**src/rtl/move_stepper.sv**
```systemverilog
// Step-pulse generator for the game-board position counters.
// Emits one D strobe per square of a move and keeps a shadow copy of every player's position.
module move_stepper #(
  parameter int unsigned TRACK    = 24,
  parameter int unsigned STEP_GAP = 4
) (
  input  logic       clk,
  input  logic       rst,
  input  logic       setup,
  input  logic       setup_we,
  input  logic [1:0] setup_pid,
  input  logic [4:0] setup_pos,
  input  logic       start,
  input  logic [1:0] pid,
  input  logic [2:0] steps,
  output logic       D,
  output logic [3:0] p_da,
  output logic       busy,
  output logic       done,
  output logic [4:0] cur_pos
);

  localparam int unsigned POS_W   = 5;
  localparam int unsigned PID_W   = 2;
  localparam int unsigned STEP_W  = 3;
  localparam int unsigned GAP_W   = 4;
  localparam int unsigned NPLAYER = 4;

  localparam logic [GAP_W-1:0] GAP_LAST  = GAP_W'(STEP_GAP - 1);
  localparam logic [POS_W:0]   TRACK_EXT = (POS_W + 1)'(TRACK);
  localparam logic [POS_W-1:0] POS_LAST  = POS_W'(TRACK - 1);

  typedef enum logic [1:0] {
    S_IDLE  = 2'd0,
    S_PULSE = 2'd1,
    S_GAP   = 2'd2,
    S_DONE  = 2'd3
  } state_e;

  state_e              state_q, state_d;
  logic [PID_W-1:0]    pid_q, pid_d;
  logic [STEP_W-1:0]   rem_q, rem_d;
  logic [GAP_W-1:0]    gap_q, gap_d;
  logic [POS_W-1:0]    shadow_q [NPLAYER];
  logic [POS_W-1:0]    shadow_d [NPLAYER];
  logic                strobe_q, strobe_d;
  logic [NPLAYER-1:0]  p_da_q, p_da_d;
  logic                busy_q, busy_d;
  logic                done_q, done_d;
  logic [POS_W-1:0]    cur_pos_q, cur_pos_d;
  logic                accept_c;

  // State register and all registered datapath/outputs
  always_ff @(posedge clk or posedge rst) begin
    if (rst) begin
      state_q   <= S_IDLE;
      pid_q     <= '0;
      rem_q     <= '0;
      gap_q     <= '0;
      strobe_q  <= 1'b0;
      p_da_q    <= '0;
      busy_q    <= 1'b0;
      done_q    <= 1'b0;
      cur_pos_q <= '0;
      for (int i = 0; i < NPLAYER; i++) begin
        shadow_q[i] <= '0;
      end
    end else begin
      state_q   <= state_d;
      pid_q     <= pid_d;
      rem_q     <= rem_d;
      gap_q     <= gap_d;
      strobe_q  <= strobe_d;
      p_da_q    <= p_da_d;
      busy_q    <= busy_d;
      done_q    <= done_d;
      cur_pos_q <= cur_pos_d;
      for (int i = 0; i < NPLAYER; i++) begin
        shadow_q[i] <= shadow_d[i];
      end
    end
  end

  // Next-state logic; setup overrides every state and blocks new moves
  always_comb begin
    state_d  = state_q;
    accept_c = 1'b0;
    unique case (state_q)
      S_IDLE: begin
        if (start && !setup) begin
          accept_c = 1'b1;
          state_d  = (steps != '0) ? S_PULSE : S_DONE;
        end
      end
      S_PULSE: state_d = S_GAP;
      S_GAP: begin
        if (gap_q == '0) begin
          state_d = (rem_q != '0) ? S_PULSE : S_DONE;
        end
      end
      S_DONE:  state_d = S_IDLE;
      default: state_d = S_IDLE;
    endcase
    if (setup) begin
      state_d = S_IDLE;
    end
  end

  // Datapath: outputs are computed from the next state so they line up with it
  always_comb begin
    pid_d = accept_c ? pid : pid_q;

    rem_d = accept_c ? steps : rem_q;
    if (state_d == S_PULSE) begin
      rem_d = rem_d - STEP_W'(1);
    end

    gap_d = gap_q;
    if (state_d == S_GAP) begin
      gap_d = (state_q == S_GAP) ? gap_q - GAP_W'(1) : GAP_LAST;
    end

    for (int i = 0; i < NPLAYER; i++) begin
      shadow_d[i] = shadow_q[i];
    end
    if (setup && setup_we) begin
      shadow_d[setup_pid] = ({1'b0, setup_pos} < TRACK_EXT) ? setup_pos : '0;
    end
    // Each pulse advances the active player's square, wrapping at the track end
    if (state_d == S_PULSE) begin
      shadow_d[pid_d] = (shadow_q[pid_d] == POS_LAST) ? '0
                                                      : shadow_q[pid_d] + POS_W'(1);
    end

    strobe_d  = (state_d == S_PULSE);
    busy_d    = (state_d != S_IDLE);
    done_d    = (state_d == S_DONE);
    p_da_d    = busy_d ? (NPLAYER'(1) << pid_d) : '0;
    cur_pos_d = shadow_d[pid_d];
  end

  assign D       = strobe_q;
  assign p_da    = p_da_q;
  assign busy    = busy_q;
  assign done    = done_q;
  assign cur_pos = cur_pos_q;

endmodule

```
**config.mk**
```make
export PLATFORM = sky130hd
export DESIGN_NAME = move_stepper
export DESIGN_NICKNAME = d
export VERILOG_FILES = /design/src/rtl/move_stepper.sv
export SDC_FILE = /design/constraint.sdc
export NUM_CORES = 1
export LEC_CHECK = 0
export BUFFER_PORTS_ARGS = -buffer_cell sky130_fd_sc_hd__buf_2
export CAP_MARGIN = 30
export CELL_PAD_IN_SITES_DETAIL_PLACEMENT = 0
export CELL_PAD_IN_SITES_GLOBAL_PLACEMENT = 1
export CORE_MARGIN = 5
export CORE_UTILIZATION = 45
export CTS_CLUSTER_SIZE = 28
export DETAILED_ROUTE_END_ITERATION = 7
export GPL_TIMING_DRIVEN = 1
export PLACE_DENSITY_LB_ADDON = 0.1
export SLEW_MARGIN = 40
export SYNTH_ARGS = -nofsm -noshare
export SYNTH_HDL_FRONTEND = slang
export SYNTH_SLANG_ARGS = --single-unit
```
**constraint.sdc**
```tcl
create_clock -name clk -period 3.85 [get_ports clk]
set_input_delay 0.77 -clock clk [delete_from_list [all_inputs] [get_ports clk]]
set_output_delay 0.77 -clock clk [all_outputs]
set_load 0.03 [all_outputs]
```
### After elaboration in Yosys (flattened, before gate mapping)

Index checks and enable logic that the tools add are counted.

| cells by class | value |
|---|---|
| divide/modulo/power cells | 0 |
| multipliers | 0 |
| bitwise logic cells | 2 |
| shift operators | 1 |
| add/subtract/negate cells | 3 |
| eq/ne operators | 7 |
| muxes and demuxes | 29 |
| order comparisons | 5 |
| reductions and logical operators | 10 |

Operators with widths:

| cell | count |
|---|---|
| bitwise mux 20 bit | 2 |
| 2-to-1 mux 20 bit | 2 |
| 2-to-1 mux 5 bit | 8 |
| binary-select mux 5 bit (select 2 bit) | 2 |
| demux 5 bit (select 2 bit) | 2 |
| 2-to-1 mux 2 bit | 6 |
| equality test 2 bit (second input constant) | 4 |
| 2-to-1 mux 4 bit | 2 |
| case mux 2 bit (4 select lines) | 1 |
| greater-or-equal comparator 3 bit (second input constant) | 2 |
| less-than comparator 3 x 1 -> 1 bit (second input constant) | 2 |
| 2-to-1 mux 3 bit | 2 |
| inverter 2 -> 3 bit | 2 |
| nonzero test 3 bit | 2 |
| adder 5 x 1 -> 5 bit (second input constant) | 1 |
| equality test 5 bit (second input constant) | 1 |
| less-than comparator 5 bit (second input constant) | 1 |
| equality test 2 x 1 -> 1 bit (second input constant) | 2 |
| logical AND 1 bit | 4 |
| zero test 4 bit | 1 |
| << shifter 1 x 2 -> 4 bit (first input constant) | 1 |
| subtractor 4 x 1 -> 4 bit (second input constant) | 1 |
| subtractor 3 x 1 -> 3 bit (second input constant) | 1 |
| zero test 2 bit | 1 |
| other kinds (3) | 4 |

| storage, ports and cells | value |
|---|---|
| latch bits | 0 |
| memories | 0 |
| bits in read-only memories | 0 |
| output and inout bits | 12 |
| memory bits (writable) | 0 |
| bits in registers | 43 |

### Longest topological paths before layout

| logic depth | value |
|---|---|
| depth after elaboration | 16 |
| gate-level depth with buffers | 13 |

### Worst setup path before layout

OpenSTA, ideal clock, no wires.

| timing path | value |
|---|---|
| kind | input port to flip-flop |
| from | input setup |
| to | register cur_pos_q[3], in the netlist cur_pos[3] |
| data arrival time | 3.404 ns |
| path buffers | 0 |
| data required time | 3.726 ns |
| setup time | 0.124 ns |
| stages on the path | 12 |
| slack | 0.322 ns |
| cells stage by stage | nor4b_4 mux2i_2 inv_1 mux4_2 inv_1 ha_1 nand2_1 o211a_1 mux2_4 o21a_1 a22o_1 a211o_1 |

RTL lines:

| what | line | source |
|---|---|---|
| start: declaration | 9 | `input logic setup,` |
| end signal: assignment | 77 | `cur_pos_q <= cur_pos_d;` |
| end: declaration | 50 | `logic [POS_W-1:0] cur_pos_q, cur_pos_d;` |

==> flow_summary.ini <==
[job]
max_cap_violations = 0

[cells_and_area]
ff_latch_area_sq_um = 1080
multiInputGateArea_sq_um = 1240
design_area_sq_um = 2820
n_antenna_cell = 0
syn2layout_area_growth_pct = 16.8
finalNonFillerCells = 357
drive_gt1_share_pct = 22.0
fillers = 487
finalCoreUtilization_pct = 54.5
fin_nets = 307

[global_route]
grt_pass1_vias = 1988
antenna_found_initial = 0
grt_max_degree = 44
track_usage_pct = 17.9
grt_pass1_wl_mm = 9.80
grt_remaining_overflow = 0

[worst_setup_path]
path_common_cell = buf_4
cp-end-kind = flop
slowest_delay_ns = 0.56
crit_buf_inv = 3
cp_top_family = multiplexers
ff2ff_path_depth = 10
worstReg2RegEnd = cur_pos[3]
crit_chain = buf_2, nor4b_4, buf_4, mux2i_2, buf_4, mux4_2, nor4b_1, mux2_4, o21a_1, a22o_1, a211o_1
ff2ff_setup_slack_ns = 0.52
rr_startpoint = state_q[1]
slowest_stage = mux4_2
required_ns = 4.04
crit_type = input port to flop
crit_path_max_fanout = 11
cp.arrival_ns = 3.61
cp-start-kind = input port

[sta]
rsz0062_at_grt = false
max_freq_mhz = 293
hold_viol_final = 0
setup-tns-final_ns = 0
slew_violations = 0
setup_viol = 0
slew-limit-headroom_pct = 44.8
finClkSkew_ns = 0.00506
finalCritPeriodShare_pct = 88.8
min_period_ns = 3.42
worst_pin_slew_ns = 0.823

[pwr]
power_mw = 1.92
ir_worst_vdd_mv = 0.260
power_density_nw_per_um2 = 680
cellLeakagePower_nw = 1.42

[placed_design]
dp_hpwl_mm = 4.33
dpl-instance-area_sq_um = 2720
port_buffers = 28
place_inst = 349
gp_congestion = 0.893

[cts]
clk_root_buffer_cell = clkbuf_8
ctsHoldBuffers = 0
insertion_delay_ns = 0.30
htreeDepth = 2
cts-resized-gates = 0
ctsLongestPathBuffers = 2
clk_pin_slew_ns = 0.08
cts_tree = done
numClockSinks = 43
cts_buffers = 5
post_cts_buffers = 0

[outcome]
status = completed

[routing]
initialDrtViolationCount = 99
drtPass1Iterations = 4
routedWlPerCell_microns = 16.2
drt-total-wl_mm = 5.80
via_per_inst = 5.38
vias = 1920
drc = 0
ant_nets = 0

[hold_path]
min_path_type = flop to flop
min_path_cells = 1
min_from = gap_q[3]
holdPathEnd = gap_q[3]

[logic_synthesis]
synth_common_cells = dfrtp_1, mux2i_1, nand2_1, nor2_1, inv_1
syn-cell-area_sq_um = 2410
yosysSeqAreaShare_pct = 44.6
synth-seq-cells = 43
synth_top_area_share_pct = 44.6
yosys_warnings = 0
synth_area_leaders = dfrtp_1, mux2i_1, mux4_2
yosys.cell_count.top_type = dfrtp_1
syn-instance-count = 243
yosysTopAreaCell = dfrtp_1
synth-edff-count = 0
ys_types = 40
syn_area_per_cell_sq_um = 9.93
synth_top_flop_cell = dfrtp_1
async_reset_ff_share_pct = 100
syn-num-nets = 264

[floorplan]
die-height_microns = 83.2
core-area_sq_um = 5170
num_io_pins = 29
die_area_sq_um = 6930
die_w_microns = 83.2
initial_utilization_pct = 46.7
rows = 26
power by group:
| part | leakage, nW | switching, mW | internal (mW) |
|---|---|---|---|
| Sequential | 0.531 | 0.0953 | 0.618 |
| Clock | 0.0515 | 0.150 | 0.164 |
| Combinational | 0.841 | 0.501 | 0.390 |
how the worst max path moves through the flow:
| stage | start | endpoint | cells past startpoint |
|---|---|---|---|
| 6_report | setup | cur_pos[3] | 11 |
| 2_1_floorplan | setup | cur_pos[3] | 12 |
| 3_5_place_dp | setup | cur_pos[3] | 11 |
| 4_1_cts | setup | cur_pos[3] | 11 |
| 3_3_place_gp | setup | cur_pos[3] | 11 |
| 5_1_grt | setup | cur_pos[3] | 11 |
stage by stage:
| step | setup WS [ns] | hold slack, ns |
|---|---|---|
| 3_5_place_dp | 0.117 | 0.489 |
| 5_1_grt | 0.346 | 0.524 |
| 2_1_floorplan | 0.322 | 0.449 |
| 4_1_cts | 0.427 | 0.497 |
| 6_report | 0.433 | 0.486 |
| 3_3_place_gp | 0.145 | 0.480 |
worst reg2reg max path: stages, from the launching register on:
cell     delay (ns)
dfrtp_1        0.45
nor4b_4        0.34
buf_4          0.19
mux2i_2        0.24
buf_4          0.23
mux4_2         0.56
nor4b_1        0.18
mux2_4         0.34
o21a_1         0.20
a22o_1         0.23
a211o_1        0.26
cell families after synthesis:
family	after synthesis	synth area share, %
compound gates	48	13.3
fa+ha+maj	4	2.07
buf+inv	24	3.89
xor+xnor	3	1.09
flops	43	44.6
mux	35	17.6
simple gates	86	17.4
sequential cells by signal, indices dropped and copies added, names as in the netlist:
name      count
pid_q         2
state_q       2
D             1
cur_pos       5
busy          1
shadow_q     20
done          1
gap_q         4
rem_q         3
p_da          4
cell usage in the layout (no fill, tap or decap), types with 2 or more instances in the layout:
cell | netlist | final
o211ai_1 | 6 | 6
nand2_1 | 25 | 25
mux4_2 | 5 | 5
nor4b_1 | 2 | 2
buf_4 | 0 | 14
a21o_1 | 2 | 2
dfrtp_1 | 43 | 43
nor2_1 | 25 | 25
nand2b_1 | 7 | 7
a21oi_1 | 16 | 16
ha_1 | 4 | 4
clkbuf_8 | 0 | 7
mux2i_1 | 25 | 25
a31oi_1 | 2 | 2
inv_1 | 18 | 17
mux2_2 | 3 | 3
nor3_1 | 9 | 9
nor2b_1 | 4 | 4
o21ai_0 | 7 | 7
buf_2 | 3 | 28
and3_1 | 2 | 2
xor2_1 | 2 | 2
nand3_1 | 8 | 8
o21a_1 | 5 | 5
per-layer routing:
metal  wire length, microns  part of all wire [%]  GRT usage [%]  vias to the layer above
met5                      0                     0              0                        -
met1                   2700                    47           24.1                      919
met4                     57                  0.98           5.35                        0
met3                    301                   5.2           4.26                        4
li1                       -                     -              -                      950
met2                   2740                    47           28.6                       47
layout make-up:
| cell class | instances | share of cell area, % |
|---|---|---|
| tap | 70 | 3.11 |
| sequential | 43 | 38.2 |
| clock buffer | 8 | 3.55 |
| multi-input combinational | 176 | 44.1 |
| inverter | 18 | 2.40 |
| timing repair buffer | 42 | 8.70 |
No activity file was read; power rests on OpenSTA's default activity.
